**config.mk**
```make
export PLATFORM = sky130hd
export DESIGN_NAME = fetch_seq_ctrl_flat
export DESIGN_NICKNAME = d
export VERILOG_FILES = /design/src/rtl/fetch_seq_ctrl_if.sv /design/src/rtl/fetch_seq_ctrl.sv /design/src/flat_wrapper.sv
export SDC_FILE = /design/constraint.sdc
export NUM_CORES = 1
export LEC_CHECK = 0
export CAP_MARGIN = 20
export CORE_MARGIN = 3
export CORE_UTILIZATION = 52
export DETAILED_ROUTE_END_ITERATION = 16
export HOLD_SLACK_MARGIN = 0.15
export PLACE_DENSITY = 0.93
export SYNTH_ARGS = -nofsm -noshare
export SYNTH_HDL_FRONTEND = slang
export SYNTH_SLANG_ARGS = --single-unit
```
**constraint.sdc**
```tcl
create_clock -name clk -period 2.5 [get_ports clk]
set_clock_uncertainty 0.15 [all_clocks]
set_input_delay 0.375 -clock clk [delete_from_list [all_inputs] [get_ports clk]]
set_output_delay 0.375 -clock clk [all_outputs]
set_load 0.03 [all_outputs]
```
**src/rtl/fetch_seq_ctrl_if.sv**
```systemverilog
// Handshake and control bundle between the fetch sequencer and the fetch/execute datapath.
interface fetch_seq_ctrl_if;
    logic       imem_req;
    logic       imem_ack;
    logic [6:0] opcode;
    logic       branch_taken;
    logic       ex_done;
    logic       halt_req;
    logic       ex_start;
    logic       PC_en;
    logic       IR_en;
    logic       PC_sel;
    logic       INC_sel;
    logic       halted;
    logic       fault;

    modport master (
        output imem_req, ex_start, PC_en, IR_en, PC_sel, INC_sel, halted, fault,
        input  imem_ack, opcode, branch_taken, ex_done, halt_req
    );

    modport slave (
        input  imem_req, ex_start, PC_en, IR_en, PC_sel, INC_sel, halted, fault,
        output imem_ack, opcode, branch_taken, ex_done, halt_req
    );
endinterface

```
**src/rtl/fetch_seq_ctrl.sv**
```systemverilog
// Multi-cycle instruction-fetch sequencer: fetch handshake, decode legality check,
// execute start/wait and next-PC source selection, one instruction in flight.
module fetch_seq_ctrl #(
    parameter int unsigned FETCH_TIMEOUT = 255,
    parameter int unsigned BOOT_DELAY    = 2
) (
    input  logic             clk,
    input  logic             rst,
    fetch_seq_ctrl_if.master bus
);
    localparam int unsigned TO_W   = (FETCH_TIMEOUT > 0) ? $clog2(FETCH_TIMEOUT + 1) : 1;
    localparam int unsigned BOOT_W = (BOOT_DELAY > 1) ? $clog2(BOOT_DELAY + 1) : 1;

    localparam logic [TO_W-1:0]   TO_MAX    = TO_W'(FETCH_TIMEOUT);
    localparam logic [TO_W-1:0]   TO_LAST   = TO_W'(FETCH_TIMEOUT - 1);
    localparam logic [BOOT_W-1:0] BOOT_LAST = BOOT_W'(BOOT_DELAY - 1);

    localparam logic [6:0] OP_LUI    = 7'b0110111;
    localparam logic [6:0] OP_AUIPC  = 7'b0010111;
    localparam logic [6:0] OP_JAL    = 7'b1101111;
    localparam logic [6:0] OP_JALR   = 7'b1100111;
    localparam logic [6:0] OP_BRANCH = 7'b1100011;
    localparam logic [6:0] OP_LOAD   = 7'b0000011;
    localparam logic [6:0] OP_STORE  = 7'b0100011;
    localparam logic [6:0] OP_IMM    = 7'b0010011;
    localparam logic [6:0] OP_REG    = 7'b0110011;
    localparam logic [6:0] OP_FENCE  = 7'b0001111;
    localparam logic [6:0] OP_SYSTEM = 7'b1110011;

    typedef enum logic [2:0] {
        S_IDLE   = 3'd0,
        S_FETCH  = 3'd1,
        S_DECODE = 3'd2,
        S_EXEC   = 3'd3,
        S_FAULT  = 3'd4
    } state_t;

    state_t            state;
    state_t            next_state;
    logic              halt_flag;
    logic              ex_first;
    logic [BOOT_W-1:0] boot_cnt;
    logic [TO_W-1:0]   to_cnt;
    logic              legal_op;
    logic              timeout_hit;

    always_comb begin
        legal_op = 1'b0;
        case (bus.opcode)
            OP_LUI, OP_AUIPC, OP_JAL, OP_JALR, OP_BRANCH, OP_LOAD,
            OP_STORE, OP_IMM, OP_REG, OP_FENCE, OP_SYSTEM: legal_op = 1'b1;
            default:                                       legal_op = 1'b0;
        endcase
    end

    // Fires on the last allowed no-ack FETCH cycle; a zero timeout disables it.
    assign timeout_hit = (FETCH_TIMEOUT != 0) && !bus.imem_ack && (to_cnt == TO_LAST);

    // State register; halt_flag marks an IDLE entered from a halted instruction boundary.
    always_ff @(posedge clk or posedge rst) begin
        if (rst) begin
            state     <= S_IDLE;
            halt_flag <= 1'b0;
            ex_first  <= 1'b0;
        end else begin
            state     <= next_state;
            halt_flag <= (next_state == S_IDLE) && ((state == S_EXEC) || halt_flag);
            ex_first  <= (state == S_DECODE) && (next_state == S_EXEC);
        end
    end

    // Boot delay and fetch-timeout counters; the timeout counter saturates and clears outside FETCH.
    always_ff @(posedge clk or posedge rst) begin
        if (rst) begin
            boot_cnt <= '0;
            to_cnt   <= '0;
        end else begin
            if ((state == S_IDLE) && !halt_flag && (boot_cnt != BOOT_LAST))
                boot_cnt <= boot_cnt + 1'b1;
            if (state != S_FETCH)
                to_cnt <= '0;
            else if (!bus.imem_ack && (to_cnt != TO_MAX))
                to_cnt <= to_cnt + 1'b1;
        end
    end

    always_comb begin
        next_state = state;
        case (state)
            S_IDLE: begin
                if (halt_flag) begin
                    if (!bus.halt_req) next_state = S_FETCH;
                end else if (boot_cnt == BOOT_LAST) begin
                    next_state = S_FETCH;
                end
            end
            S_FETCH: begin
                if (bus.imem_ack)   next_state = S_DECODE;
                else if (timeout_hit) next_state = S_FAULT;
            end
            S_DECODE: next_state = legal_op ? S_EXEC : S_FAULT;
            S_EXEC: begin
                if (bus.ex_done) next_state = bus.halt_req ? S_IDLE : S_FETCH;
            end
            S_FAULT:  next_state = S_FAULT;
            default:  next_state = S_FAULT;
        endcase
    end

    // Moore decodes of state, plus the same-cycle load strobes and next-PC selects.
    always_comb begin
        bus.imem_req = (state == S_FETCH);
        bus.ex_start = ex_first;
        bus.halted   = (state == S_IDLE) && halt_flag;
        bus.fault    = (state == S_FAULT);
        bus.IR_en    = (state == S_FETCH) && bus.imem_ack;
        bus.PC_en    = (state == S_EXEC) && bus.ex_done;
        bus.PC_sel   = 1'b0;
        bus.INC_sel  = 1'b0;
        if (bus.PC_en) begin
            case (bus.opcode)
                OP_JAL:    bus.INC_sel = 1'b1;
                OP_JALR:   bus.PC_sel  = 1'b1;
                OP_BRANCH: bus.INC_sel = bus.branch_taken;
                default: begin
                    bus.PC_sel  = 1'b0;
                    bus.INC_sel = 1'b0;
                end
            endcase
        end
    end
endmodule

```
**src/flat_wrapper.sv**
```systemverilog
// flat-port wrapper written by rule: the top's interface ports become plain ports
module fetch_seq_ctrl_flat 
#(
    parameter int unsigned FETCH_TIMEOUT = 255,
    parameter int unsigned BOOT_DELAY    = 2
)
  (clk, rst, bus_imem_req, bus_ex_start, bus_PC_en, bus_IR_en, bus_PC_sel, bus_INC_sel, bus_halted, bus_fault, bus_imem_ack, bus_opcode, bus_branch_taken, bus_ex_done, bus_halt_req);
  fetch_seq_ctrl_if bus_i ();
  input  logic clk;
  input  logic rst;
  output wire logic [$bits(bus_i.imem_req)-1:0] bus_imem_req;
  output wire logic [$bits(bus_i.ex_start)-1:0] bus_ex_start;
  output wire logic [$bits(bus_i.PC_en)-1:0] bus_PC_en;
  output wire logic [$bits(bus_i.IR_en)-1:0] bus_IR_en;
  output wire logic [$bits(bus_i.PC_sel)-1:0] bus_PC_sel;
  output wire logic [$bits(bus_i.INC_sel)-1:0] bus_INC_sel;
  output wire logic [$bits(bus_i.halted)-1:0] bus_halted;
  output wire logic [$bits(bus_i.fault)-1:0] bus_fault;
  input wire logic [$bits(bus_i.imem_ack)-1:0] bus_imem_ack;
  input wire logic [$bits(bus_i.opcode)-1:0] bus_opcode;
  input wire logic [$bits(bus_i.branch_taken)-1:0] bus_branch_taken;
  input wire logic [$bits(bus_i.ex_done)-1:0] bus_ex_done;
  input wire logic [$bits(bus_i.halt_req)-1:0] bus_halt_req;
  assign bus_imem_req = bus_i.imem_req;
  assign bus_ex_start = bus_i.ex_start;
  assign bus_PC_en = bus_i.PC_en;
  assign bus_IR_en = bus_i.IR_en;
  assign bus_PC_sel = bus_i.PC_sel;
  assign bus_INC_sel = bus_i.INC_sel;
  assign bus_halted = bus_i.halted;
  assign bus_fault = bus_i.fault;
  assign bus_i.imem_ack = bus_imem_ack;
  assign bus_i.opcode = bus_opcode;
  assign bus_i.branch_taken = bus_branch_taken;
  assign bus_i.ex_done = bus_ex_done;
  assign bus_i.halt_req = bus_halt_req;
  fetch_seq_ctrl #(.FETCH_TIMEOUT(FETCH_TIMEOUT), .BOOT_DELAY(BOOT_DELAY)) u_core (.clk(clk), .rst(rst), .bus(bus_i));
endmodule
```
==> summary.txt <==
Die
  – # IOs: 21
  – Die area: 2301 sq um
  – Die Ht: approximately 48 microns
  – Std-Cell Rows: 14
  – Core Box Area: roughly 1600 sq um
  – Starting Density: 0.5810
  – Die W: 47.97 microns

Clock tree
  – H-Tree Depth: 1
  – Clock Root Buffer: clkbuf_4
  – Num CTS Buffers: 3
  – CTS tree: done
  – Cts-stage hold buffer count: 0
  – Max clock buf depth: 2
  – Post-CTS setup buffers: 0
  – Worst-Skew Late Latency: 0.28 ns
  – Clock Sinks: 15
  – CTS clk-pin slew, worst paths: ~0.080 ns

Global route
  – Largest net degree at the start of global routing: 16
  – Residual overflow from global routing: 0
  – Number of global-route vias before repair: 805
  – First-pass GRT wire length: 3.429 mm
  – Initial antenna violation count: 0
  – Gr usage total: 0.2132

Timing
  – Hold Violations, Final: 0
  – RSZ-0062 raised after global routing: no
  – Min Clock Period, post-route: about 2.3 ns
  – Setup violators final: 0
  – Achievable frequency: between 400 and 500 MHz
  – Actual slew at the worst max-slew pin: 0.5485 ns
  – Final period util: 0.9373
  – Pins Over Slew Limit: 0
  – Setup tns final: 0 ns
  – Slew headroom: 0.6339

Critical path
  – CP Capture Type: output port
  – CP required: about 2.0 ns
  – CP Launch Type: register
  – Crit path max fanout: 9
  – Worst Setup Path Type: reg -> out
  – Worst EP arrival: 1.82 ns

Drt
  – Wire length per cell: ~14 microns
  – Drt via density: 5.993
  – Initial DRC count: 20
  – DR DRC count: 0
  – DR vias: between 800 and 900
  – First drt pass iteration count: 4
  – DRT antenna net count: 0
  – Drt total wl: a little over 2 mm

Final layout
  – Footprint of the multi-input gates: approximately 500 sq um
  – Flip-flop and latch area: approximately 380 sq um
  – Antenna cells: 0
  – Nets: between 100 and 150
  – Proportion of layout cells with a drive suffix above 1: 0.07874
  – Fill cells: approximately 120
  – Final std cells w/o fill: ~140
  – Area Growth Syn to Fin: 27.60%

Power
  – Pleak: between 0.5 and 0.6 nW
  – Total power after layout: about 0.69 mW
  – P per Cell Area: a little under 600 nW/um^2
  – IR drop worst, VDD: 0.3782 mV

Logic synthesis
  – Post-synth top area cell: dfrtp_1
  – Yosys top cell area share: 0.4098
  – Syn Inst Count: approximately 100
  – Syn nets: 120
  – Post-synth EDFFs: 0
  – Synth cell types: 33
  – Synth async-reset ratio: 1.000
  – Top post-synthesis cells by count: 15 x dfrtp_1, 11 x nor2_1, 9 x nand2_1
  – Top cells by area, synth: dfrtp_1 41%, nor2_1 4.5%, ha_1 4.1%
  – Synthesized area per cell: 8.807 sq um
  – Ys Warns: 0
  – Register area share after synthesis: 0.4098
  – FF+latch count, synth: 15
  – Cell with the most instances after synthesis: dfrtp_1
  – Synthesized area: 915.9 sq um
  – Post-synth top flop: dfrtp_1

Place
  – DP HPWL: between 1.5 and 2 mm
  – I/O Buffers: 20
  – Routability Congestion: just over 0.8
  – DP Cell Count: approximately 140

Worst hold path
  – Worst hold path type: in -> async

Run
  – Maximum capacitance violations: 0

Status
  – Outcome: completed
routing by layer:
layer | vias up | wire (microns) | global-route usage | share of wire
met5 | - | 0 | 0 | 0
met4 | 0 | 33 | 0.06452 | 0.016
met3 | 6 | 65 | 0.06391 | 0.032
met2 | 19 | 1056 | 0.3747 | 0.51
met1 | 410 | 905 | 0.2471 | 0.44
li1 | 422 | - | - | -
sequential cells by signal, summed over array words and instances (netlist names):
signal / flops
u_core.to_cnt: 8
u_core.state: 3
u_core.boot_cnt: 2
u_core.bus.ex_start: 1
u_core.halt_flag: 1
logic make-up (layout without fill, tap and decap cells):
group	after synthesis	in the layout	share of synthesized area
adders and majority gates	3	3	0.04099
buffers and inverters	10	33	0.04099
and+or+nand+nor	48	48	0.2896
AOI/OAI and AO/OA	24	24	0.1803
DFF	15	15	0.4098
xor gates and xnor gates	4	4	0.03825
final timing paths:
| kind | slack [ns] | cells after the start | startpoint | end |
|---|---|---|---|---|
| max | 0.16 | 3 | u_core.state[2] | bus_halted |
| min | 0.29 | 2 | rst | u_core.state[1] |
| max reg2reg | 0.79 | 5 | u_core.boot_cnt[0] | u_core.state[0] |
| min reg2reg | 0.33 | 1 | u_core.boot_cnt[0] | u_core.boot_cnt[0] |
| max in group asynchronous | 1.55 | 2 | rst | u_core.bus.ex_start |
| min in group clk | 0.33 | 1 | u_core.boot_cnt[0] | u_core.boot_cnt[0] |
where the power goes:
part	total [mW]	internal (mW)	switching, mW
registers	0.316	0.275	0.0418
clock network	0.132	0.0619	0.0701
logic	0.240	0.121	0.120
total	0.689	0.457	0.232
worst max-delay path, stage by stage, from the launching register on:
cell and delay, ns:
dfrtp_1 0.47, nor3_1 0.26, and2_1 0.15, clkdlybuf4s50_1 0.66
per-stage QoR:
step | setup slack [ns] | util | hold slack, ns | instance area (sq um)
6_report | 0.1568 | 0.7413 | 0.2942 | 1169
5_1_grt | 0.05852 | 0.7413 | 0.3238 | 1169
4_1_cts | 0.01871 | 0.7397 | 0.3103 | 1166
3_5_place_dp | 0.1569 | 0.7230 | 0.3270 | 1140
3_3_place_gp | 0.1961 | 0.7230 | 0.3155 | 1140
2_1_floorplan | 0.1911 | - | 0.1265 | 920.9
placed cells by master, fill, tap and decap left out, types with 2 or more instances in the layout:
cell type	synthesis	final
buf_4	0	4
xnor2_1	4	4
clkbuf_4	0	3
nor2_1	11	11
o21ai_0	5	5
nor3_1	2	2
a211oi_1	2	2
nand3_1	2	2
nor3b_1	4	3
and3_1	5	5
dfrtp_1	15	15
nand2_1	9	9
ha_1	3	3
clkdlybuf4s50_1	0	17
inv_1	7	7
and2_1	3	3
a21oi_1	6	6
nor2b_1	4	4
a31oi_1	2	2
what timing repair did:
action | 4_1_cts | 5_1_grt
endpoints found under the hold margin | 0 | 0
endpoints found under the setup margin | 0 | 1
resized for setup | 0 | 1
area by class of cell:
cell class,count,area share
multi-input combinational,79,0.4347
sequential,15,0.3212
timing repair buffer,22,0.1820
clock buffer,4,0.02248
inverter,7,0.02248
tap,16,0.01713
No activity file was read; power rests on OpenSTA's default activity.
